$ cat config.mk
export PLATFORM = sky130hd
export DESIGN_NAME = period_meter_flat
export DESIGN_NICKNAME = d
export VERILOG_FILES = /design/src/rtl/period_meter_if.sv /design/src/rtl/period_meter.sv /design/src/flat_wrapper.sv
export SDC_FILE = /design/constraint.sdc
export NUM_CORES = 1
export LEC_CHECK = 0
export BUFFER_PORTS_ARGS = -buffer_cell sky130_fd_sc_hd__buf_4
export CORE_UTILIZATION = 55
export CTS_BUF_LIST = sky130_fd_sc_hd__clkbuf_16
export CTS_CLUSTER_SIZE = 16
export DETAILED_ROUTE_END_ITERATION = 16
export GPL_TIMING_DRIVEN = 0
export HOLD_SLACK_MARGIN = 0.03
export PLACE_DENSITY_LB_ADDON = 0.12
export SETUP_SLACK_MARGIN = 0.02
export SLEW_MARGIN = 20
export SYNTH_ARGS = -nofsm -noshare
export SYNTH_HDL_FRONTEND = slang
export SYNTH_SLANG_ARGS = --single-unit
$ cat constraint.sdc
create_clock -name clock -period 2.3 [get_ports clock]
set_input_delay 0.115 -clock clock [delete_from_list [all_inputs] [get_ports clock]]
set_output_delay 0.115 -clock clock [all_outputs]
set_load 0.02 [all_outputs]
$ cat src/rtl/period_meter_if.sv
// Result/handshake bundle for period_meter: event and clear inputs, the result
// with its valid/ready handshake, and the sticky status flags.
interface period_meter_if #(
  parameter int WIDTH = 28
);
  logic             tick_in;
  logic             clear;
  logic             period_ready;
  logic [WIDTH-1:0] period_out;
  logic             period_valid;
  logic             overflow;
  logic             overrun;

  // slave: the meter itself; master: whoever drives events and consumes results
  modport slave (
    input  tick_in, clear, period_ready,
    output period_out, period_valid, overflow, overrun
  );
  modport master (
    output tick_in, clear, period_ready,
    input  period_out, period_valid, overflow, overrun
  );
endinterface

$ cat src/rtl/period_meter.sv
// Measures the number of clock cycles between successive tick_in events.
// Optional macro PERIOD_METER_AVG_EN reports the mean of the last 4 periods.
module period_meter #(
  parameter int WIDTH = 28
) (
  input  logic          clock,
  input  logic          reset_b,
  period_meter_if.slave bus
);

  localparam logic [1:0] IDLE      = 2'd0;
  localparam logic [1:0] MEASURE   = 2'd1;
  localparam logic [1:0] SATURATED = 2'd2;

  localparam logic [WIDTH-1:0] CNT_ONE = WIDTH'(1);
  localparam logic [WIDTH-1:0] CNT_MAX = '1;

  logic [1:0]       state_reg, state_next;
  logic [WIDTH-1:0] count_reg, count_next;
  logic             capture;
  logic             rearm;
  logic             sat_enter;

  logic [WIDTH-1:0] period_out_reg;
  logic             period_valid_reg;
  logic             overflow_reg;
  logic             overrun_reg;

  logic [WIDTH-1:0] result;
  logic             result_en;

  always_comb begin
    state_next = state_reg;
    count_next = count_reg;
    capture    = 1'b0;
    rearm      = 1'b0;
    sat_enter  = 1'b0;
    case (state_reg)
      IDLE: begin
        if (bus.tick_in) begin
          state_next = MEASURE;
          count_next = CNT_ONE;
        end
      end
      MEASURE: begin
        if (bus.tick_in) begin
          capture    = 1'b1;
          count_next = CNT_ONE;
        end else if (count_reg == CNT_MAX) begin
          // timeout: hold the counter at its ceiling rather than wrapping
          sat_enter  = 1'b1;
          state_next = SATURATED;
        end else begin
          count_next = count_reg + 1'b1;
        end
      end
      SATURATED: begin
        if (bus.tick_in) begin
          rearm      = 1'b1;
          state_next = MEASURE;
          count_next = CNT_ONE;
        end
      end
      default: begin
        state_next = IDLE;
        count_next = '0;
      end
    endcase
  end

`ifdef PERIOD_METER_AVG_EN
  // The new capture plus the previous three make up the 4-period window.
  logic [WIDTH-1:0] hist_reg [0:2];
  logic [1:0]       fill_reg;
  logic [WIDTH+1:0] sum;

  assign sum = {2'b00, count_reg} + {2'b00, hist_reg[0]}
             + {2'b00, hist_reg[1]} + {2'b00, hist_reg[2]};
  assign result    = sum[WIDTH+1:2];
  assign result_en = capture && (fill_reg == 2'd3);

  always_ff @(posedge clock or negedge reset_b) begin
    if (!reset_b) begin
      fill_reg <= '0;
      for (int i = 0; i < 3; i++) hist_reg[i] <= '0;
    end else if (bus.clear || rearm) begin
      fill_reg <= '0;
      for (int i = 0; i < 3; i++) hist_reg[i] <= '0;
    end else if (capture) begin
      hist_reg[0] <= count_reg;
      for (int i = 1; i < 3; i++) hist_reg[i] <= hist_reg[i-1];
      if (fill_reg != 2'd3) fill_reg <= fill_reg + 1'b1;
    end
  end
`else
  assign result    = count_reg;
  assign result_en = capture;
`endif

  always_ff @(posedge clock or negedge reset_b) begin
    if (!reset_b) begin
      state_reg        <= IDLE;
      count_reg        <= '0;
      period_out_reg   <= '0;
      period_valid_reg <= 1'b0;
      overflow_reg     <= 1'b0;
      overrun_reg      <= 1'b0;
    end else if (bus.clear) begin
      state_reg        <= IDLE;
      count_reg        <= '0;
      period_out_reg   <= '0;
      period_valid_reg <= 1'b0;
      overflow_reg     <= 1'b0;
      overrun_reg      <= 1'b0;
    end else begin
      state_reg <= state_next;
      count_reg <= count_next;
      if (sat_enter) overflow_reg <= 1'b1;
      if (result_en) begin
        period_out_reg   <= result;
        period_valid_reg <= 1'b1;
        // a simultaneous consume means nothing was lost
        if (period_valid_reg && !bus.period_ready) overrun_reg <= 1'b1;
      end else if (period_valid_reg && bus.period_ready) begin
        period_valid_reg <= 1'b0;
      end
    end
  end

  assign bus.period_out   = period_out_reg;
  assign bus.period_valid = period_valid_reg;
  assign bus.overflow     = overflow_reg;
  assign bus.overrun      = overrun_reg;

endmodule

$ cat src/flat_wrapper.sv
// flat-port wrapper written by rule: the top's interface ports become plain ports
module period_meter_flat 
#(
  parameter int WIDTH = 28
)
  (clock, reset_b, bus_tick_in, bus_clear, bus_period_ready, bus_period_out, bus_period_valid, bus_overflow, bus_overrun);
  period_meter_if #(.WIDTH(WIDTH)) bus_i ();
  input  logic clock;
  input  logic reset_b;
  input wire logic [$bits(bus_i.tick_in)-1:0] bus_tick_in;
  input wire logic [$bits(bus_i.clear)-1:0] bus_clear;
  input wire logic [$bits(bus_i.period_ready)-1:0] bus_period_ready;
  output wire logic [$bits(bus_i.period_out)-1:0] bus_period_out;
  output wire logic [$bits(bus_i.period_valid)-1:0] bus_period_valid;
  output wire logic [$bits(bus_i.overflow)-1:0] bus_overflow;
  output wire logic [$bits(bus_i.overrun)-1:0] bus_overrun;
  assign bus_i.tick_in = bus_tick_in;
  assign bus_i.clear = bus_clear;
  assign bus_i.period_ready = bus_period_ready;
  assign bus_period_out = bus_i.period_out;
  assign bus_period_valid = bus_i.period_valid;
  assign bus_overflow = bus_i.overflow;
  assign bus_overrun = bus_i.overrun;
  period_meter #(.WIDTH(WIDTH)) u_core (.clock(clock), .reset_b(reset_b), .bus(bus_i));
endmodule
### Yosys cells after proc, flatten, opt, wreduce, memory -nomap -nowiden

Cells that the tools add are included.

| storage, ports and cells | value |
|---|---|
| bits in registers | 61 |
| bits of input ports | 5 |

| cells by class | value |
|---|---|
| add/subtract/negate cells | 1 |
| eq/ne operators | 7 |
| mux-type cells | 25 |
| reduce and logical (&&, ||, !) cells | 12 |

Operator list:

| operator | count |
|---|---|
| 2-to-1 mux 28 bit | 6 |
| one-hot mux 28 bit (2 select lines) | 1 |
| adder 28 x 1 -> 28 bit (second input constant) | 1 |
| == test 28 bit (second input constant) | 1 |
| 2-to-1 mux 1 bit | 13 |
| 2-to-1 mux 2 bit | 4 |
| nonzero test 2 bit | 3 |
| != test 4 bit (second input constant) | 1 |
| one-hot mux 2 bit (2 select lines) | 1 |
| AND reduction 2 bit | 2 |
| != test 3 x 1 -> 1 bit (second input constant) | 1 |
| != test 3 x 2 -> 1 bit (second input constant) | 1 |
| != test 3 bit (second input constant) | 1 |
| AND reduction 3 bit | 1 |
| nonzero test 3 bit | 1 |
| == test 2 x 1 -> 1 bit (second input constant) | 1 |
| == test 2 bit (second input constant) | 1 |
| logical AND 1 bit | 2 |
| logical NOT 2 bit | 1 |
| OR reduction 2 bit | 1 |
| logical NOT 1 bit | 1 |

### Depth between registers and ports, before layout

| logic depth | value |
|---|---|
| word-level depth | 6 |
| mapped depth | 8 |
| gate-level depth less buffers | 6 |

### Worst setup path after synthesis

Ideal clock, no wire load.

| timing | value |
|---|---|
| kind | reg2reg |
| from | reg u_core.count_reg[0] |
| to | reg u_core.count_reg[13] |
| library setup time | 136 ps |
| data arrival time | 1873 ps |
| data required time | 2164 ps |
| setup slack | 291 ps |
| stages on the path, launching flop included | 8 |
| path buffers | 1 |
| clock period less this slack | 2009 ps |
| cells stage by stage | dfrtp_1 ha_1 and3_1 nand3_2 or4_1 clkbuf_1 or3b_2 a21oi_1 |

| between the ends | value |
|---|---|
| cells in the longest elaborated chain, start to end | 5 |

RTL lines:

| what | line | text |
|---|---|---|
| start, declared | period_meter.sv:19 | `logic [WIDTH-1:0] count_reg, count_next;` |
| start signal, assigned | period_meter.sv:117 | `count_reg <= count_next;` |
| adder 28 x 1 -> 28 bit | period_meter.sv:54 | `count_next = count_reg + 1'b1;` |
| 2-to-1 mux 28 bit | period_meter.sv:49 | `end else if (count_reg == CNT_MAX) begin` |
| 2-to-1 mux 28 bit | period_meter.sv:46 | `if (bus.tick_in) begin` |
| one-hot mux 28 bit (2 select lines) | period_meter.sv:38 | `case (state_reg)` |
| 2-to-1 mux 28 bit | period_meter.sv:108 | `end else if (bus.clear) begin` |

Parallel ways exist; a longest one is shown, timed or not. The select of a mux whose other input is x is not followed.
A chain may end at the register's enable or synchronous reset.

### Worst setup path after layout

| timing | value |
|---|---|
| from | reg u_core.count_reg[17] |
| to | reg u_core.count_reg[13] |

| between the ends | value |
|---|---|
| cells in the longest elaborated chain, start to end | 3 |

RTL lines:

| what | line |
|---|---|
| == test 28 bit | period_meter.sv:49 |
| != test 4 bit (no line) | -- |
| AND reduction 2 bit (no line) | -- |

Every way passes these cells.

==> flow_metrics.tcl <==
set metrics [dict create \
    drt_pass1_iterations 4 \
    nets 326 \
    synth-async-reset-ratio_pct 100 \
    grt_usage_pct 27.7 \
    synth_top_area_share_pct 53.0 \
    portBuffers 34 \
    dp_cells 373 \
    startpoint_type "flop" \
    rsz0062_at_grt "no" \
    start_util_pct 59.0 \
    grt_first_pass_wirelength_um 11200 \
    cp_max_fo 8 \
    rrSetupSlack_ps 110 \
    synth_largest_area_cell "dfrtp_1" \
    setup_viol 0 \
    final_util_pct 72.9 \
    grt_pass1_vias 2225 \
    gp_congestion 0.924 \
    hold_viol 0 \
    synth-seq-cells 61 \
    clk_pin_slew_ps 50 \
    layout_min_cycle_time_ps 2190 \
    n_antenna_cell 0 \
    fillers 358 \
    synth_cell_types 47 \
    rows 25 \
    endpoint "u_core.count_reg[13]" \
    synthTopCellsByArea "dfrtp_1, a22o_1, a21oi_1" \
    hp-class "in2reg" \
    drc 0 \
    multi_input_area_sq_um 1300 \
    synth_ff_type "dfrtp_1" \
    dpl.hpwl_um 4450 \
    seq_area_frac_synth_pct 53.0 \
    ant_nets 0 \
    setup_tns_ps 0 \
    r2r_start "u_core.count_reg[17]" \
    startpoint "u_core.count_reg[17]" \
    cp.arrival_ps 2370 \
    die_height_um 74.3 \
    ir_drop_mv 0.498 \
    dp_slack_ps -112 \
    grt.overflow.total 0 \
    routed_wl_um 6750 \
    grt_max_degree 62 \
    slew_viol_final 0 \
    syn_nets 278 \
    p_per_area_nw_per_um2 664 \
    critPathCaptureType "flop" \
    first_iter_violations 212 \
    worstMarginPinSlew_ps 763 \
    cts_buffers 9 \
    cts_max_path_buffers 2 \
    cts_tree "built" \
    clock-root-buffer "clkbuf_16" \
    instances_no_fill 392 \
    synth.most_common_cell "dfrtp_1" \
    path_class "reg2reg" \
    die_area_sq_um 5530 \
    synth-warning-count 0 \
    placeableCoreArea_sq_um 4880 \
    synth-edff-count 0 \
    clkSinkCount 61 \
    die_w_um 74.3 \
    max_clock_freq_mhz 457 \
    crit_required_ps 2480 \
    worstReg2RegEnd "u_core.count_reg[13]" \
    drive_gt1_share_pct 24.3 \
    syn2layout_area_growth_pct 23.7 \
    syn_area_per_cell_sq_um 10.6 \
    synth_commonest_cells "dfrtp_1, a22o_1, a21oi_1, nand2_1, o21ai_0" \
    fin_skew_ps 5.33 \
    clk_latency_ps 320 \
    relSlewSlack_pct 49.2 \
    drv_cap 0 \
    r2r.worst_path.cells 7 \
    synth_area_sq_um 2880 \
    io_pins 36 \
    outcome "finished, final reports clean" \
    antenna_found_initial 0 \
    avgViaCountPerCell 6.20 \
    vias 2431 \
    fin_ws_ps 112 \
    seq_area_sq_um 1530 \
    period_share_pct 95.1 \
    p_leak_uw 0.00156 \
    wl_per_cell_um 17.2 \
    syn_inst 272 \
    htreeDepth 3 \
]
[layout by cell type, fill, tap and decap left out, drive strengths merged, types with 2 or more instances in the layout]
master,instances
a2111oi,2
a21oi,22
a22o,28
a31o,2
a31oi,2
and3,2
and4,7
buf,42
clkbuf,21
clkinv,6
dfrtp,61
inv,4
nand2,16
nand2b,4
nand3,9
nand4,14
nor2,11
nor2b,2
nor3,6
nor4,2
o211ai,3
o21ai,16
o31ai,6
or3,10
or3b,3
or4,8
xnor2,2
[where the power goes]
| group | leakage (uW) | switching (uW) | internal (uW) |
|---|---|---|---|
| logic | 0.000591 | 87.8 | 28.9 |
| registers | 0.000842 | 7.79 | 1080 |
| clock network | 0.000125 | 447 | 707 |
[area by class of cell]
class	instances	share of cell area [%]
Buffer	17	2.32
Clock inverter	7	0.914
Multi-Input combinational cell	189	36.5
Inverter	4	0.422
Sequential cell	61	43.0
Tap cell	67	2.36
Timing Repair Buffer	38	8.09
Clock buffer	9	6.33
[how the worst min path moves through the flow]
stage	start	to	slack, ps	cells past startpoint
after floorplan	reset_b	u_core.bus.overflow	-180	0
after global placement	reset_b	u_core.bus.period_out[26]	220	1
after detailed placement	reset_b	u_core.bus.period_out[24]	230	1
after CTS	bus_period_ready	u_core.bus.period_valid	80	3
after global routing	bus_period_ready	u_core.bus.period_valid	100	3
final	bus_period_ready	u_core.bus.period_valid	90	3
[through the flow]
step | cell area [sq um] | hold slack, ps | power (uW)
3_5_place_dp | 3220 | 234 | 1220
4_1_cts | 3500 | 81.1 | 2380
2_1_floorplan | 2880 | -181 | 1170
3_3_place_gp | 3220 | 224 | 1210
6_report | 3560 | 88.6 | 2360
5_1_grt | 3560 | 99.6 | 2450
[cell families after synthesis]
logic type	Yosys count	share of synthesized area [%]
fa+ha+maj	1	0.435
simple gates	96	20.5
mux	2	0.739
compound gates	88	21.3
buf+inv	22	3.30
xor+xnor	2	0.609
flops	61	53.0
[repair_timing]
| action | 4_1_cts | 5_1_grt |
|---|---|---|
| setup endpoints to repair | 30 | 36 |
| pin swaps | 1 | 0 |
| gates resized for setup | 3 | 15 |
| hold endpoints to repair | 61 | 0 |
| setup buffers | 1 | 2 |
| hold buffers | 1 | 0 |
[metal layers]
metal,global-route usage [%],up-vias,part of all wire (%)
met3,7.99,12,4.9
met2,42.0,80,48
met4,10.7,0,1.6
met1,37.9,1186,45
met5,0,-,0
li1,-,1153,-
[critical path: stages, from the launching register on]
cell,delay (ps)
dfrtp_1,430
and4_1,230
clkbuf_2,180
nand4_1,230
buf_4,220
or4_4,470
or3b_2,230
a21oi_1,60
(Power assumes the default switching activity.)
